===== src/rtl/uart_pkg.sv =====
// Shared UART definitions: transmitter FSM states and 8N1 frame constants.
package uart_pkg;

  typedef enum logic [1:0] {
    IDLE  = 2'd0,
    START = 2'd1,
    DATA  = 2'd2,
    STOP  = 2'd3
  } tx_state_t;

  localparam int   DATA_BITS = 8;
  localparam logic START_BIT = 1'b0;
  localparam logic STOP_BIT  = 1'b1;

endpackage


===== src/rtl/uart_transmitter.sv =====
// 8N1 UART transmitter: bit timer and frame FSM with a registered serial output.
module uart_transmitter
  import uart_pkg::*;
#(
  parameter int clks_per_bit = 868
) (
  input  logic       clk,
  input  logic       reset,
  input  logic       tx_start,
  input  logic [7:0] i_data_byte,
  output logic       tx_done,
  output logic       tx
);

  localparam int                CNT_W    = (clks_per_bit > 1) ? $clog2(clks_per_bit) : 1;
  localparam logic [CNT_W-1:0]  CNT_LAST = CNT_W'(clks_per_bit - 1);

  tx_state_t            state, state_nxt;
  logic [CNT_W-1:0]     cnt, cnt_nxt;
  logic [2:0]           idx, idx_nxt;
  logic [DATA_BITS-1:0] data_reg, data_nxt;
  logic                 tx_nxt;
  logic                 done_nxt;
  logic                 bit_end;

  assign bit_end = (cnt == CNT_LAST);

  always_ff @(posedge clk or negedge reset) begin
    if (!reset) begin
      state    <= IDLE;
      cnt      <= '0;
      idx      <= '0;
      data_reg <= '0;
      tx       <= STOP_BIT;
      tx_done  <= 1'b0;
    end else begin
      state    <= state_nxt;
      cnt      <= cnt_nxt;
      idx      <= idx_nxt;
      data_reg <= data_nxt;
      tx       <= tx_nxt;
      tx_done  <= done_nxt;
    end
  end

  // tx_nxt is the level of the bit that begins on this edge, so tx is a pure register.
  always_comb begin
    state_nxt = state;
    cnt_nxt   = bit_end ? '0 : cnt + CNT_W'(1);
    idx_nxt   = idx;
    data_nxt  = data_reg;
    tx_nxt    = tx;
    done_nxt  = 1'b0;
    case (state)
      IDLE: begin
        cnt_nxt = '0;
        tx_nxt  = STOP_BIT;
        if (tx_start) begin
          data_nxt  = i_data_byte;
          idx_nxt   = '0;
          tx_nxt    = START_BIT;
          state_nxt = START;
        end
      end
      START: begin
        if (bit_end) begin
          idx_nxt   = '0;
          tx_nxt    = data_reg[0];
          state_nxt = DATA;
        end
      end
      DATA: begin
        if (bit_end) begin
          if (idx == 3'(DATA_BITS - 1)) begin
            tx_nxt    = STOP_BIT;
            state_nxt = STOP;
          end else begin
            idx_nxt = idx + 3'd1;
            tx_nxt  = data_reg[idx + 3'd1];
          end
        end
      end
      STOP: begin
        if (bit_end) begin
          tx_nxt    = STOP_BIT;
          done_nxt  = 1'b1;
          state_nxt = IDLE;
        end
      end
      default: begin
        cnt_nxt   = '0;
        tx_nxt    = STOP_BIT;
        state_nxt = IDLE;
      end
    endcase
  end

endmodule


===== config.mk =====
export PLATFORM = sky130hd
export DESIGN_NAME = uart_transmitter
export DESIGN_NICKNAME = d
export VERILOG_FILES = /design/src/rtl/uart_pkg.sv /design/src/rtl/uart_transmitter.sv
export SDC_FILE = /design/constraint.sdc
export NUM_CORES = 1
export LEC_CHECK = 0
export ABC_AREA = 1
export ABC_CLOCK_PERIOD_IN_PS = 3750
export CELL_PAD_IN_SITES_DETAIL_PLACEMENT = 1
export CELL_PAD_IN_SITES_GLOBAL_PLACEMENT = 2
export CORE_MARGIN = 2
export CORE_UTILIZATION = 37
export DETAILED_ROUTE_END_ITERATION = 6
export GPL_ROUTABILITY_DRIVEN = 0
export PLACE_DENSITY = 0.79
export SLEW_MARGIN = 20
export SYNTH_ARGS = -nofsm -noshare
export SYNTH_HDL_FRONTEND = slang
export SYNTH_SLANG_ARGS = --single-unit

===== constraint.sdc =====
create_clock -name clk -period 3.75 [get_ports clk]
set_clock_uncertainty 0.15 [all_clocks]
set_input_delay 0.75 -clock clk [delete_from_list [all_inputs] [get_ports clk]]
set_output_delay 0.75 -clock clk [all_outputs]
set_load 0.01 [all_outputs]

# Word level (Yosys, flattened, before mapping)

Cells that the tools add are included.

Register bits after elaboration: 25
Output and inout bits: 2
Word-level logic and storage cells: 49

Order comparisons: 1
Add/sub/neg operators: 2
Reduce and logical (&&, ||, !) cells: 6
Equal/unequal tests: 11
Mux-type cells: 23

Operators with widths:

| operator                                                                     | count |
|---|---|
| 10-bit two-way mux                                                           | 2 |
| 3-bit two-way mux                                                            | 4 |
| 2-bit != test, second input constant                                         | 6 |
| 10-bit by 1-bit adder with 10-bit output, second input constant              | 1 |
| 10-bit == test, second input constant                                        | 1 |
| 2-bit two-way mux                                                            | 5 |
| 5-bit AND reduction                                                          | 2 |
| 3-bit one-hot mux with 3 select lines                                        | 1 |
| 1-bit two-way mux                                                            | 8 |
| 2-bit one-hot mux with 4 select lines                                        | 1 |
| 2-bit == test, second input constant                                         | 2 |
| 3-bit by 4-bit less-than comparator with 1-bit output, second input constant | 1 |
| 1-bit one-hot mux with 4 select lines                                        | 1 |
| 3-bit by 1-bit adder with 3-bit output, second input constant                | 1 |
| 1-bit binary-select mux with 3-bit select                                    | 1 |
| 3-bit == test, second input constant                                         | 1 |
| 3-bit AND reduction                                                          | 1 |
| 3-bit nonzero test                                                           | 1 |
| 2-bit by 1-bit == test with 1-bit output, second input constant              | 1 |
| 2-bit zero test                                                              | 1 |
| 2-bit AND reduction                                                          | 1 |

# Longest topological paths before layout

Gate-level depths: netlist (run 1).

Depth in word-level cells: 6
Mapped depth: 9
Gate-level depth less buffers: 9

# Worst setup path after synthesis (run 1)

No wires, ideal clock.

Kind: input -> register
Start: input port tx_start
End: register data_reg[0]
Stages: 2
Setup time: 125 ps
Arrival: 1294 ps
Path slack: 2181 ps
Cells stage by stage: nand2_1 > mux2_2

Word-level cells in the longest chain between the ends: 1

Ends and longest elaborated chain:

| item                                 | line                   | source |
|---|---|---|
| start, declared                      | uart_transmitter.sv:9  | `input logic tx_start,` |
| 2-bit AND reduction (no source line) | --                     |  |
| end signal, assigned                 | uart_transmitter.sv:40 | `data_reg <= data_nxt;` |
| end, declared                        | uart_transmitter.sv:21 | `logic [DATA_BITS-1:0] data_reg, data_nxt;` |

Every way passes these cells.
A chain may end at the register's enable or synchronous reset.

# Worst setup path in the final report (run 1)

Start: register tx
End: output port tx

RTL lines:

| item                   | line                   | source |
|---|---|---|
| start, declared        | uart_transmitter.sv:12 | `output logic tx` |
| start signal, assigned | uart_transmitter.sv:41 | `tx <= tx_nxt;` |

No word-level cell between the ends.

==> results of run 1 <==
metal layers:
layer,wire length (µm),part of all wire,vias up
li1,-,-,500
met1,1272,0.46,491
met2,1371,0.50,12
met3,79,0.029,4
met4,38,0.014,0
met5,0,0,-
synthesized netlist by cell type:
library cell   n
nand2_1       27
dfrtp_1       24
inv_1         13
nor2_1        12
nand3_1       10
ha_1           8
mux2_2         8
nand2_2        6
o21ai_1        5
a21oi_1        4
xor2_1         3
nor2_2         2
nor3_1         2
nor3b_1        2
a211o_1        1
a211oi_1       1
a22oi_1        1
buf_2          1
dfstp_2        1
inv_2          1
nand3_2        1
nand3b_1       1
nand3b_2       1
nand4_1        1
nand4_2        1
nor3_2         1
nor4_1         1
o21a_1         1
o21ai_0        1
o21ai_2        1
cells by family after synthesis:
kind of cell               synth area share
and+or+nand+nor                      0.2528
buffers and inverters               0.04339
AOI/OAI and AO/OA                   0.06793
DFF                                  0.4726
xor gates and xnor gates            0.01981
muxes                               0.06793
adders and majority gates           0.07547
stage by stage:
step | cells | worst slack (ns)
3_5_place_dp | 200 | 1.579
3_3_place_gp | 200 | 1.605
4_1_cts | 204 | 1.431
6_report | 204 | 1.456
5_1_grt | 204 | 1.404
2_1_floorplan | 142 | 2.181
worst max-delay path by stage:
| stage | to | slack (ns) |
|---|---|---|
| 2_1_floorplan | data_reg[0]$_DFFE_PN0P_ | 2.18 |
| 3_3_place_gp | data_reg[5]$_DFFE_PN0P_ | 1.61 |
| 3_5_place_dp | data_reg[4]$_DFFE_PN0P_ | 1.58 |
| 4_1_cts | tx | 1.43 |
| 5_1_grt | tx | 1.40 |
| 6_report | tx | 1.46 |
layout make-up:
type / count / area [µm²] / share of cell area
Sequential cell: 25 / 626.9 / 0.4090
Clock buffer: 4 / 26.28 / 0.01714
Inverter: 14 / 52.55 / 0.03429
Multi-Input combinational cell: 102 / 641.9 / 0.4188
Tap cell: 46 / 57.56 / 0.03755
Timing Repair Buffer: 13 / 127.6 / 0.08327
power breakdown:
part,internal [W],total [W],leakage [nW],switching [W]
combinational,0.000198,0.000449,0.373,0.000251
sequential,0.000358,0.000428,0.321,0.0000692
clock,0.0000416,0.000122,0.0150,0.0000799
total,0.000598,0.000999,0.708,0.000401
==> flow_summary.yaml, run 1 <==
worst_setup_path:
  cp.buffers_inverters: 1
  worstSetupStartpointType: "flop"
  worstReg2RegEnd: "idx[1]$_DFFE_PN0P_"
  rrSetupSlack_ns: 2.02
  critPathTopFamily: "flip-flops"
  required_ns: 2.85
  arrival_ns: 1.39
  cp.depth: 1
  reg2reg_from: "idx[0]$_DFFE_PN0P_"
  end_kind: "output port"
  cp_cell_sequence: "clkdlybuf4s50_1"
  worst-setup-path-type: "reg -> out"
  r2r_cells: 6
  startpoint: "tx$_DFFE_PN1P_"
  cpPeakStageDelay_ns: 0.55
  critical_path.max_fanout: 2
  cp_slowest_cell: "dfstp_2"
final_layout:
  num-fill-cells: 407
  area_growth_syn_to_layout_pct: 15.57
  stdcell_area_um2: 1533
  nNetsFinal: 178
  finish.utilization: 0.4522
  antenna_cells: 0
  layout.cells.most_common: "nand2_1"
  largest_reg_flops: 10
  layout_common_cells: "27 x nand2_1, 24 x dfrtp_1, 13 x inv_1"
  drive_above_1_share: 0.1709
die:
  coreArea_um2: 3390
  start_util: 0.3913
  die_area_um2: 4079
  die_w_um: 63.87
  rows: 21
  die_h_um: 63.87
  num_io_pins: 13
grt:
  grt_usage: 0.1504
  met2_usage: 0.2500
  antenna_found_initial: 0
  grt_max_degree: 26
  grt_pass1_vias: 1022
  grt_pass1_wl_um: 4781
  grt_use_met1: 0.1955
  met3_usage: 0.02465
  grt-ovfl-total: 0
  grt-busiest-layer: "met2"
sta:
  final_max_slew_viol_count: 0
  maxSlewHeadroom: 0.7771
  setup_viol: 0
  fin_crit_sh: 0.6118
  hold_viol_final: 0
  period_needed_ns: 2.294
  tns_ns: 0
  fmax_ghz: 0.4359
  rsz0062_at_grt: "no"
  holdWs_ns: 0.3424
  tightest_slew_ns: 0.3336
cts:
  clock-sinks: 25
  clk_path_buf_depth: 2
  holdBufCountCts: 0
  cts_setup_buffers: 0
  cts.htree.levels: 1
  clk_pin_slew_ns: 0.13
  cts-resized-gates: 0
  cts_tree: "built"
  clock_latency_ns: 0.32
  cts-root-buf: "clkbuf_4"
  cts_inserted_buffers: 3
synthesis:
  yosys-top-cells-area: "dfrtp_1 45%, nand2_1 7.6%, ha_1 7.5%"
  synth_seq_area_share: 0.4726
  yosys.area.top_type: "dfrtp_1"
  synth_nets: 161
  ys_ff_latch: 25
  yosysWarningCount: 0
  yosysUniqueCellTypes: 30
  synth_top_area_frac: 0.4528
  netlist_area_um2: 1326
  avgSynthCellArea_um2: 9.340
  synthCells: 142
route:
  drt-initial-drc-count: 45
  dr.pass1.iters: 4
  drtAntennaViolNets: 0
  drc: 0
  num_vias: 1007
  drt_wl_total_um: 2761
  wl_per_cell_um: 13.53
  viasPerCell: 4.936
place:
  hpwlAfterDp_um: 2198
  place_area_um2: 1506
  port_buffers: 12
power:
  pwr_density_cell_nw_per_um2: 651.5
  leakage_nw: 0.7083
  peakVddDrop_v: 0.0002003
  power_w: 0.0009986
run:
  drv_cap: 0
min_path:
  hp-start: "tx$_DFFE_PN1P_"
  hp-class: "reg -> reg"
  holdPathStages: 2
  worst_hold_path.endpoint: "tx$_DFFE_PN1P_"
run_status:
  outcome: "complete, no violations"
No activity file was read; power rests on OpenSTA's default activity.
==> run 2, diff against run 1 <==
--- a/config.mk
+++ b/config.mk
@@ -6,14 +6,14 @@
 export NUM_CORES = 1
 export LEC_CHECK = 0
 export ABC_AREA = 1
-export ABC_CLOCK_PERIOD_IN_PS = 3750
+export ABC_CLOCK_PERIOD_IN_PS = 2250
 export CELL_PAD_IN_SITES_DETAIL_PLACEMENT = 1
 export CELL_PAD_IN_SITES_GLOBAL_PLACEMENT = 2
 export CORE_MARGIN = 2
-export CORE_UTILIZATION = 37
+export CORE_UTILIZATION = 35
 export DETAILED_ROUTE_END_ITERATION = 6
 export GPL_ROUTABILITY_DRIVEN = 0
-export PLACE_DENSITY = 0.79
+export PLACE_DENSITY = 0.75
 export SLEW_MARGIN = 20
 export SYNTH_ARGS = -nofsm -noshare
 export SYNTH_HDL_FRONTEND = slang
==> constraint.sdc (replaced) <==
create_clock -name clk -period 2.25 [get_ports clk]
set_clock_uncertainty 0.15 [all_clocks]
set_input_delay 0.45 -clock clk [delete_from_list [all_inputs] [get_ports clk]]
set_output_delay 0.45 -clock clk [all_outputs]
set_load 0.01 [all_outputs]
==> run 2 against run 1 <==
  * Clock-buffer cell count shrank 1
  * Routed wire length grew 3.0%
  * Cell count grew 0.98%
  * Die area grew 5.3%
  * Sequential power grew 68%
  * Critical path depth is the same
  * Sequential share of layout area shrank 0.66 points
  * Register-to-register slack lost 1.5 ns
  * Via count grew 0.89%
  * Critical path type unchanged
  * Largest cell class unchanged
==> flow_summary.yaml, run 2 (same netlist as run 1, synthesis figures left out) <==
run:
  drv_cap: 0
final_layout:
  drive_above_1_share: 0.1772
  nNetsFinal: 178
  layout_common_cells: "27 x nand2_1, 24 x dfrtp_1, 13 x inv_1"
  multi_input_area_um2: 641.9
  area_growth_syn_to_layout_pct: 17.45
  antenna_cells: 0
  layout.cells.most_common: "nand2_1"
  finish.utilization: 0.4255
  num-fill-cells: 412
  largest_reg_flops: 10
  final_cell_count_no_fill: 206
  seq_area_um2: 626.9
min_path:
  hp-class: "reg -> reg"
  worst_hold_path.endpoint: "tx$_DFFE_PN1P_"
  hp-start: "tx$_DFFE_PN1P_"
  holdPathStages: 2
die:
  die_area_um2: 4297
  num_io_pins: 13
  start_util: 0.3623
  rows: 22
  coreArea_um2: 3661
  die_h_um: 65.56
  die_w_um: 65.56
sta:
  setup_viol: 0
  period_needed_ns: 1.936
  tightest_slew_ns: 0.3373
  holdWs_ns: 0.3454
  rsz0062_at_grt: "no"
  hold_viol_final: 0
  maxSlewHeadroom: 0.7746
  fmax_ghz: 0.5166
  fin_crit_sh: 0.8604
  final_max_slew_viol_count: 0
  tns_ns: 0
worst_setup_path:
  rrSetupSlack_ns: 0.49
  critPathTopFamily: "flip-flops"
  worstReg2RegEnd: "data_reg[6]$_DFFE_PN0P_"
  arrival_ns: 1.34
  end_kind: "output port"
  worstSetupStartpointType: "flop"
  cp_slowest_cell: "dfstp_2"
  required_ns: 1.65
  cpPeakStageDelay_ns: 0.54
  worst-setup-path-type: "reg -> out"
  r2r_cells: 4
  critical_path.max_fanout: 2
  cp_cell_sequence: "clkdlybuf4s50_1"
  cp.buffers_inverters: 1
  reg2reg_from: "state[0]$_DFFE_PN0P_"
grt:
  grt_pass1_wl_um: 5043
  grt-ovfl-total: 0
  antenna_found_initial: 0
  grt_max_degree: 26
  grt_usage: 0.1541
  grt_pass1_vias: 1089
cts:
  cts_inserted_buffers: 3
  cts_setup_buffers: 0
  cts.htree.levels: 1
  cts_tree: "built"
  cts-root-buf: "clkbuf_8"
  clock_latency_ns: 0.27
  clock-sinks: 25
  cts-resized-gates: 0
  clk_path_buf_depth: 2
  holdBufCountCts: 0
  clk_pin_slew_ns: 0.09
power:
  leakage_nw: 0.7150
  peakVddDrop_v: 0.0004408
  pwr_density_cell_nw_per_um2: 1124
route:
  dr.pass1.iters: 4
  drt_wl_total_um: 2843
  viasPerCell: 4.932
  drc: 0
  drt-initial-drc-count: 45
  num_vias: 1016
  drtAntennaViolNets: 0
  wl_per_cell_um: 13.80
place:
  hpwlAfterDp_um: 2169
  port_buffers: 12
  dp.cells: 202
run_status:
  outcome: "complete, no violations"
## run 2: cell types whose count changed in the layout (fill, tap and decap cells not counted), sizes merged
cell / before / now
clkinvlp: 0 / 1
clkbuf: 4 / 3
## run 2: where the power goes
part / total [W] / switching [W] / leakage (nW) / internal, W
sequential: 0.000718 / 0.000119 / 0.321 / 0.000598
clock: 0.000276 / 0.000151 / 0.0217 / 0.000126
combinational: 0.000757 / 0.000427 / 0.373 / 0.000330
total: 0.00175 / 0.000697 / 0.715 / 0.00105
## run 2: worst max path at each step
stage | from | end | cells past startpoint
final | tx$_DFFE_PN1P_ | tx | 1
after global routing | tx$_DFFE_PN1P_ | tx | 1
after CTS | tx$_DFFE_PN1P_ | tx | 1
after detailed placement | tx_start | data_reg[6]$_DFFE_PN0P_ | 3
after global placement | tx_start | data_reg[0]$_DFFE_PN0P_ | 3
after floorplan | idx[0]$_DFFE_PN0P_ | idx[0]$_DFFE_PN0P_ | 6
## run 2: layout make-up
type	count	share of cell area
Inverter	14	0.03374
Multi-Input combinational cell	102	0.4120
Clock inverter	1	0.004819
Sequential cell	25	0.4024
Timing Repair Buffer	13	0.08193
Clock buffer	3	0.02651
Tap cell	48	0.03855
## run 2: layer usage
layer / GRT usage / vias to the layer above / part of all wire
met1: 0.1778 / 508 / 0.45
met2: 0.2883 / 7 / 0.52
met3: 0.03082 / 2 / 0.023
met4: 0.03906 / 0 / 0.0077
met5: 0 / - / 0
li1: - / 499 / -
## run 2: per-stage QoR
stage / worst slack, ns / instance area, µm² / total power (W)
finish: 0.3142 / 1558 / 0.001751
detailed placement: 0.3858 / 1509 / 0.001493
global route: 0.2765 / 1558 / 0.001928
CTS: 0.2987 / 1558 / 0.001787
floorplan: 0.6838 / 1326 / 0.001275
global placement: 0.4137 / 1509 / 0.001455
==> run 3, diff against run 2 <==
--- a/config.mk
+++ b/config.mk
@@ -6,7 +6,7 @@
 export NUM_CORES = 1
 export LEC_CHECK = 0
 export ABC_AREA = 1
-export ABC_CLOCK_PERIOD_IN_PS = 2250
+export ABC_CLOCK_PERIOD_IN_PS = 2029
 export CELL_PAD_IN_SITES_DETAIL_PLACEMENT = 1
 export CELL_PAD_IN_SITES_GLOBAL_PLACEMENT = 2
 export CORE_MARGIN = 2
==> constraint.sdc (replaced) <==
create_clock -name clk -period 2.03 [get_ports clk]
set_clock_uncertainty 0.15 [all_clocks]
set_input_delay 0.406 -clock clk [delete_from_list [all_inputs] [get_ports clk]]
set_output_delay 0.406 -clock clk [all_outputs]
set_load 0.01 [all_outputs]
==> results of run 3 <==
Same layout as run 2 (identical final DEF). Status: complete, no violations.
Main changes from that run: setup slack after placement 0.3858 ns -> 0.2098 ns; setup slack after layout 0.3142 ns -> 0.1382 ns; hold slack 0.3454 ns -> 0.3437 ns; register-to-register setup slack 0.49 ns -> 0.27 ns; total power 0.001751 W -> 0.001941 W; worst IR drop on VDD 0.0004408 V -> 0.0004885 V
